## config.mk

```make
export PLATFORM = sky130hd
export DESIGN_NAME = display_bbox_loader
export DESIGN_NICKNAME = d
export VERILOG_FILES = /design/src/rtl/display_bbox_loader.sv
export SDC_FILE = /design/constraint.sdc
export NUM_CORES = 1
export LEC_CHECK = 0
export BUFFER_PORTS_ARGS = -buffer_cell sky130_fd_sc_hd__buf_2
export CORE_MARGIN = 8
export CORE_UTILIZATION = 62
export DETAILED_ROUTE_END_ITERATION = 10
export PLACE_DENSITY = 0.88
export RECOVER_POWER = 25
export SYNTH_ARGS = -nofsm -noshare
export SYNTH_HDL_FRONTEND = slang
export SYNTH_SLANG_ARGS = --single-unit
```

## constraint.sdc

```tcl
create_clock -name clk -period 16.6 [get_ports clk]
set_input_delay 2.49 -clock clk [delete_from_list [all_inputs] [get_ports clk]]
set_output_delay 2.49 -clock clk [all_outputs]
set_load 0.01 [all_outputs]
```

## src/rtl/display_bbox_loader.sv

```systemverilog
// Collects sanitised detection boxes, commits whole result sets atomically and
// replays exactly MAX_BBOX words to the overlay drawing stage on each frame start.
module display_bbox_loader #(
  parameter int FRAME_WIDTH  = 16,
  parameter int FRAME_HEIGHT = 9,
  parameter int MAX_BBOX     = 5
) (
  input  logic        clk,
  input  logic        rst,
  input  logic [63:0] det_bbox_data,
  input  logic        det_bbox_valid,
  output logic        det_bbox_ready,
  input  logic        det_frame_done,
  input  logic        frame_start,
  output logic [63:0] bbox_data_out,
  output logic        bbox_data_out_valid,
  output logic        busy,
  output logic [7:0]  drop_count
);

  localparam int CW = $clog2(MAX_BBOX + 1);
  localparam logic [CW-1:0] LAST = CW'(MAX_BBOX - 1);
  localparam logic [CW-1:0] FULL = CW'(MAX_BBOX);
  localparam logic [15:0] XMAX = 16'(FRAME_WIDTH - 1);
  localparam logic [15:0] YMAX = 16'(FRAME_HEIGHT - 1);
  localparam logic [15:0] XLIM = 16'(FRAME_WIDTH);
  localparam logic [15:0] YLIM = 16'(FRAME_HEIGHT);
  localparam logic [63:0] NONE = '1;

  typedef enum logic {
    IDLE,
    STREAM
  } state_t;

  state_t        state;
  state_t        state_nx;
  logic [CW-1:0] idx;
  logic [CW-1:0] acc_cnt;
  logic          commit_pending;
  logic          accept;
  logic          start;
  logic          commit;
  logic [63:0]   acc       [MAX_BBOX];
  logic [63:0]   committed [MAX_BBOX];

  function automatic logic [63:0] sanitise(input logic [63:0] b);
    logic [15:0] x0, y0, x1, y1;
    {x0, y0, x1, y1} = b;
    if (x0 > x1 || y0 > y1 || x0 >= XLIM || y0 >= YLIM)
      return NONE;
    return {x0, y0, (x1 > XMAX) ? XMAX : x1, (y1 > YMAX) ? YMAX : y1};
  endfunction

  assign det_bbox_ready      = !commit_pending;
  assign accept              = det_bbox_valid && det_bbox_ready;
  assign busy                = (state == STREAM);
  assign bbox_data_out_valid = busy;
  assign bbox_data_out       = busy ? committed[idx] : '0;

  // frame_start wins over a pending commit; the commit waits for IDLE
  always_comb begin
    state_nx = state;
    start    = 1'b0;
    commit   = 1'b0;
    unique case (state)
      IDLE: begin
        if (frame_start) begin
          state_nx = STREAM;
          start    = 1'b1;
        end else if (commit_pending) begin
          commit = 1'b1;
        end
      end
      STREAM: begin
        if (idx == LAST)
          state_nx = IDLE;
      end
      default: state_nx = IDLE;
    endcase
  end

  always_ff @(posedge clk) begin
    if (rst) begin
      state <= IDLE;
      idx   <= '0;
    end else begin
      state <= state_nx;
      if (start)
        idx <= '0;
      else if (busy)
        idx <= (idx == LAST) ? '0 : idx + 1'b1;
    end
  end

  always_ff @(posedge clk) begin
    if (rst) begin
      acc_cnt        <= '0;
      commit_pending <= 1'b0;
      drop_count     <= '0;
    end else begin
      if (commit)
        acc_cnt <= '0;
      else if (accept && acc_cnt != FULL)
        acc_cnt <= acc_cnt + 1'b1;
      if (accept && acc_cnt == FULL && drop_count != 8'hFF)
        drop_count <= drop_count + 8'd1;
      // a done pulse while a commit is pending folds into that commit
      if (commit)
        commit_pending <= 1'b0;
      else if (det_frame_done)
        commit_pending <= 1'b1;
    end
  end

  always_ff @(posedge clk) begin
    if (accept && acc_cnt != FULL)
      acc[acc_cnt] <= sanitise(det_bbox_data);
  end

  always_ff @(posedge clk) begin
    if (rst) begin
      for (int i = 0; i < MAX_BBOX; i++)
        committed[i] <= NONE;
    end else if (commit) begin
      for (int i = 0; i < MAX_BBOX; i++)
        committed[i] <= (CW'(i) < acc_cnt) ? acc[i] : NONE;
    end
  end

endmodule

```

==> qor_table.md <==
| Metric | Value |
|---|---|
| Routed wirelength normalized by instance count | 24.8 um |
| Die boundary width | 222 um |
| EDFF count, synth | 640 |
| Max Fanout on Critical Path | 64 |
| Actual transition at the worst max-transition pin | 4.89 ns |
| Clock root buffer | clkbuf_16 |
| Commonest non-fill, non-tap cells in the layout | edfxtp_1 (640), nand2b_1 (195), buf_2 (132) |
| Cts bufs inserted | 61 |
| Hold violation total from the final report | 0 |
| Hold path depth | 1 |
| Wire length of the first global-routing pass | 85.2 mm |
| DRT Wirelength | 56.1 mm |
| Power density over the cells | 115 nW/um^2 |
| Leakage power summed over all cells | 8.85 nW |
| Via density per instance | 6.19 |
| Pins over their slew limit | 317 |
| DR pass1 iterations | 6 |
| Number of maximum-capacitance violations | 5 |
| Relative max-transition margin | -226% |
| Post-DP HPWL | 29.4 mm |
| Netlist area before placement | 26400 sq um |
| Worst hold-check path type | flip-flop to flip-flop |
| Type of the worst setup path | input pin to flip-flop |
| Number of H-tree branching levels | 2 |
| Insertion delay of the later-clocked pin in the worst-skew pair | 0.62 ns |
| Reg2reg start | acc_cnt[1] |
| Setup slack at placement | 10.33 ns |
| Failing checks | max-capacitance violations, max-slew violations |
| Start point of the worst min-delay path | acc[0][47] |
| Maximum resistive drop on vdd | 0.0893 mV |
| Flop and latch count out of synthesis | 659 |
| Max frequency | 154 MHz |
| Number of rows in the core area | 75 |
| Length in cells of the worst reg-to-reg path | 6 |
| Maximum number of pins on one net before global-route repair | 89 |
| Number of vias after detailed routing | 14000 |
| Startpoint Class | input pin |
| Chip Height | 222 um |
| Port bufs | 143 |
| Sum of internal, switching and leakage power | 3.40 mW |
| Nets | 1776 |
| Most frequent cell on the critical path | clkbuf_1 |
| Cell with the largest stage delay on the worst path | clkbuf_1 |
| Worst flop-to-flop path endpoint | acc[4][47] |
| Core Region | 41900 sq um |
| Number of nets with antenna violations after detailed routing | 0 |
| Overflow after GRT | 0 |
| Finish-stage setup viols | 0 |
| Signal arrival time at the worst endpoint | 6.61 ns |
| Min cycle time layout | 6.51 ns |
| Detailed Route Iter0 Violations | 1420 |
| Starting utilization of the core area | 62.9% |
| Sequential area share after synthesis | 74.3% |
| Library cell with the largest summed area after synthesis | edfxtp_1 |
| Hold Path End | committed[0][47] |
| Final period utilization | 39.2% |
| CTS sink count | 659 |
| Maximum buffer depth of the clock tree | 3 |
| Vias in the first global route | 14700 |
| Clock transition time at the flip-flop clock pins of the worst setup and hold paths | 0.06 ns |
| Worst path top cell family by delay | buffers and inverters |
| Weighted congestion reported at the end of routability-driven placement | 0.805 |
| Switching portion of total power | 21.0% |
| Dominant synthesized flop cell | edfxtp_1 |
| Ratio of cells with drive above 1 in the final layout | 18.7% |
| Die area | 49400 sq um |
| Logic gate share of total power | 4.5% |
| Relative area change from synthesis to final layout | 12.1% |
| GRT Total Usage | 22.5% |
| Top cells by area, synth | edfxtp_1 (73%), mux4_2 (5.5%), nand2b_1 (4.6%) |
| Crit path cell chain | clkbuf_1 -> and3_1 -> and3_2 -> clkbuf_1 |
| Net load switching power | 0.713 mW |
| Peak per-stage delay on the critical path | 3.42 ns |
| Post-route clock skew | 0.0131 ns |
| Most common cell after layout, fill and taps aside | edfxtp_1 |
| Share of total power in the clock network | 40.9% |
| Proportion of power drawn by flip-flops and latches | 54.6% |
| Top Ports | 144 |
| Result of the run | finished, violations left |
| Critical Path RT | 16.70 ns |
| Kind of end point of the critical path | flip-flop |
| Post-Synthesis Mean Instance Area | 17.2 sq um |
| Setup repair after global routing missed its margin | no |
| Number of buffers added to fix hold violations after cts | 0 |
| Post-route setup TNS | 0 ns |
| Synthesized netlist net count | 1645 |
| DRC viols | 0 |
| Yosys synthesis warning count | 0 |
| Instance count of the mapped netlist | 1539 |
| Area share of the leading cell type in the synthesized netlist | 72.8% |
| Antenna violations before repair | 5 |
| Setup slack on the worst flop-to-flop path | 11.11 ns |
| WP buf/inv | 2 |
| Internal power component | 2.69 mW |
| Synth async-reset ratio | 0% |
| Worst setup slack after layout | 10.09 ns |
| TritonCTS clock tree | built |
| Number of different library cells in the post-synthesis netlist | 47 |
| Number of resized instances in the post-cts repair step | 0 |
| Number of setup buffers added after CTS | 0 |
[per-stage QoR]
step / hold WS [ns] / area, sq um / utilization, % / cells
floorplan: 0.451 / 26400 / - / 1539
global placement: 0.476 / 27700 / 66.0 / 2146
detailed placement: 0.483 / 27700 / 66.0 / 2146
CTS: 0.494 / 29700 / 70.7 / 2258
global route: 0.509 / 29600 / 70.6 / 2260
finish: 0.493 / 29600 / 70.6 / 2261
[sequential cells by signal, indices dropped and copies added, names as in the netlist, named ones only]
register,cells
idx,3
bbox_data_out_valid,1
acc_cnt,3
acc,320
commit_pending,1
drop_count,8
committed,320
[metal layers]
layer / track usage (%) / part of all wire, %
met3: 4.81 / 9.2
met5: 0 / 0.048
met1: 27.9 / 36
met4: 7.77 / 3.0
met2: 39.3 / 51
[worst reg2reg max path, delay by kind of cell (launching register included)]
family,cells,cell delay [ns]
flops,1,0.57
simple gates,3,0.57
buf+inv,2,3.55
fa+ha+maj,1,0.24
[synth_stat cells (5+ instances only)]
master	n
nand2_1	12
a21oi_1	17
nor4_1	13
nor2b_1	66
or3_1	70
ha_1	37
edfxtp_1	640
buf_2	11
o2111ai_1	47
buf_1	8
nor3_1	5
mux4_2	64
inv_1	36
mux2i_1	65
nand4_1	10
nand3_1	9
and3_1	5
xor2_1	6
a21o_1	5
nand2b_1	195
dfxtp_1	19
nor2_1	21
or2_1	70
clkbuf_1	78
[final cells by class]
| type | instances | area, sq um |
|---|---|---|
| fill | 2404 | 12300 |
| clock buffer | 72 | 1610 |
| sequential | 659 | 19600 |
| clock inverter | 40 | 387 |
| timing repair buffer | 167 | 863 |
| tap | 539 | 674 |
| antenna | 3 | 7.51 |
| inverter | 36 | 135 |
| multi-input combinational | 745 | 6310 |
[worst max-delay path by stage]
stage | from | endpoint | slack [ns] | cells after the start
detailed placement | det_bbox_data[31] | acc[4][3] | 10.33 | 12
global route | det_bbox_valid | acc[4][50] | 9.86 | 4
finish | det_bbox_valid | acc[4][47] | 10.09 | 4
floorplan | rst | committed[0][0] | 5.65 | 1
CTS | flip-flop | bbox_data_out[48] | 10.54 | 5
global placement | det_bbox_data[31] | acc[0][3] | 10.47 | 12
[power groups by stage]
stage / clock network (mW) / logic, mW / registers [mW]
final: 1.39 / 0.152 / 1.86
after global routing: 1.47 / 0.163 / 1.86
after CTS: 1.40 / 0.154 / 1.86
after detailed placement: 0 / 0.153 / 1.89
after global placement: 0 / 0.149 / 1.89
after floorplan: 0 / 0.0938 / 1.90
[logic make-up after synthesis]
group           count (synthesis)  share of synthesized area [%]
compound gates                 86                           2.60
mux                           129                           7.93
flops                         659                           74.3
fa+ha+maj                      37                           1.75
simple gates                  484                           11.2
buf+inv                       135                           2.01
xor+xnor                        9                          0.299
(Power assumes the default switching activity.)
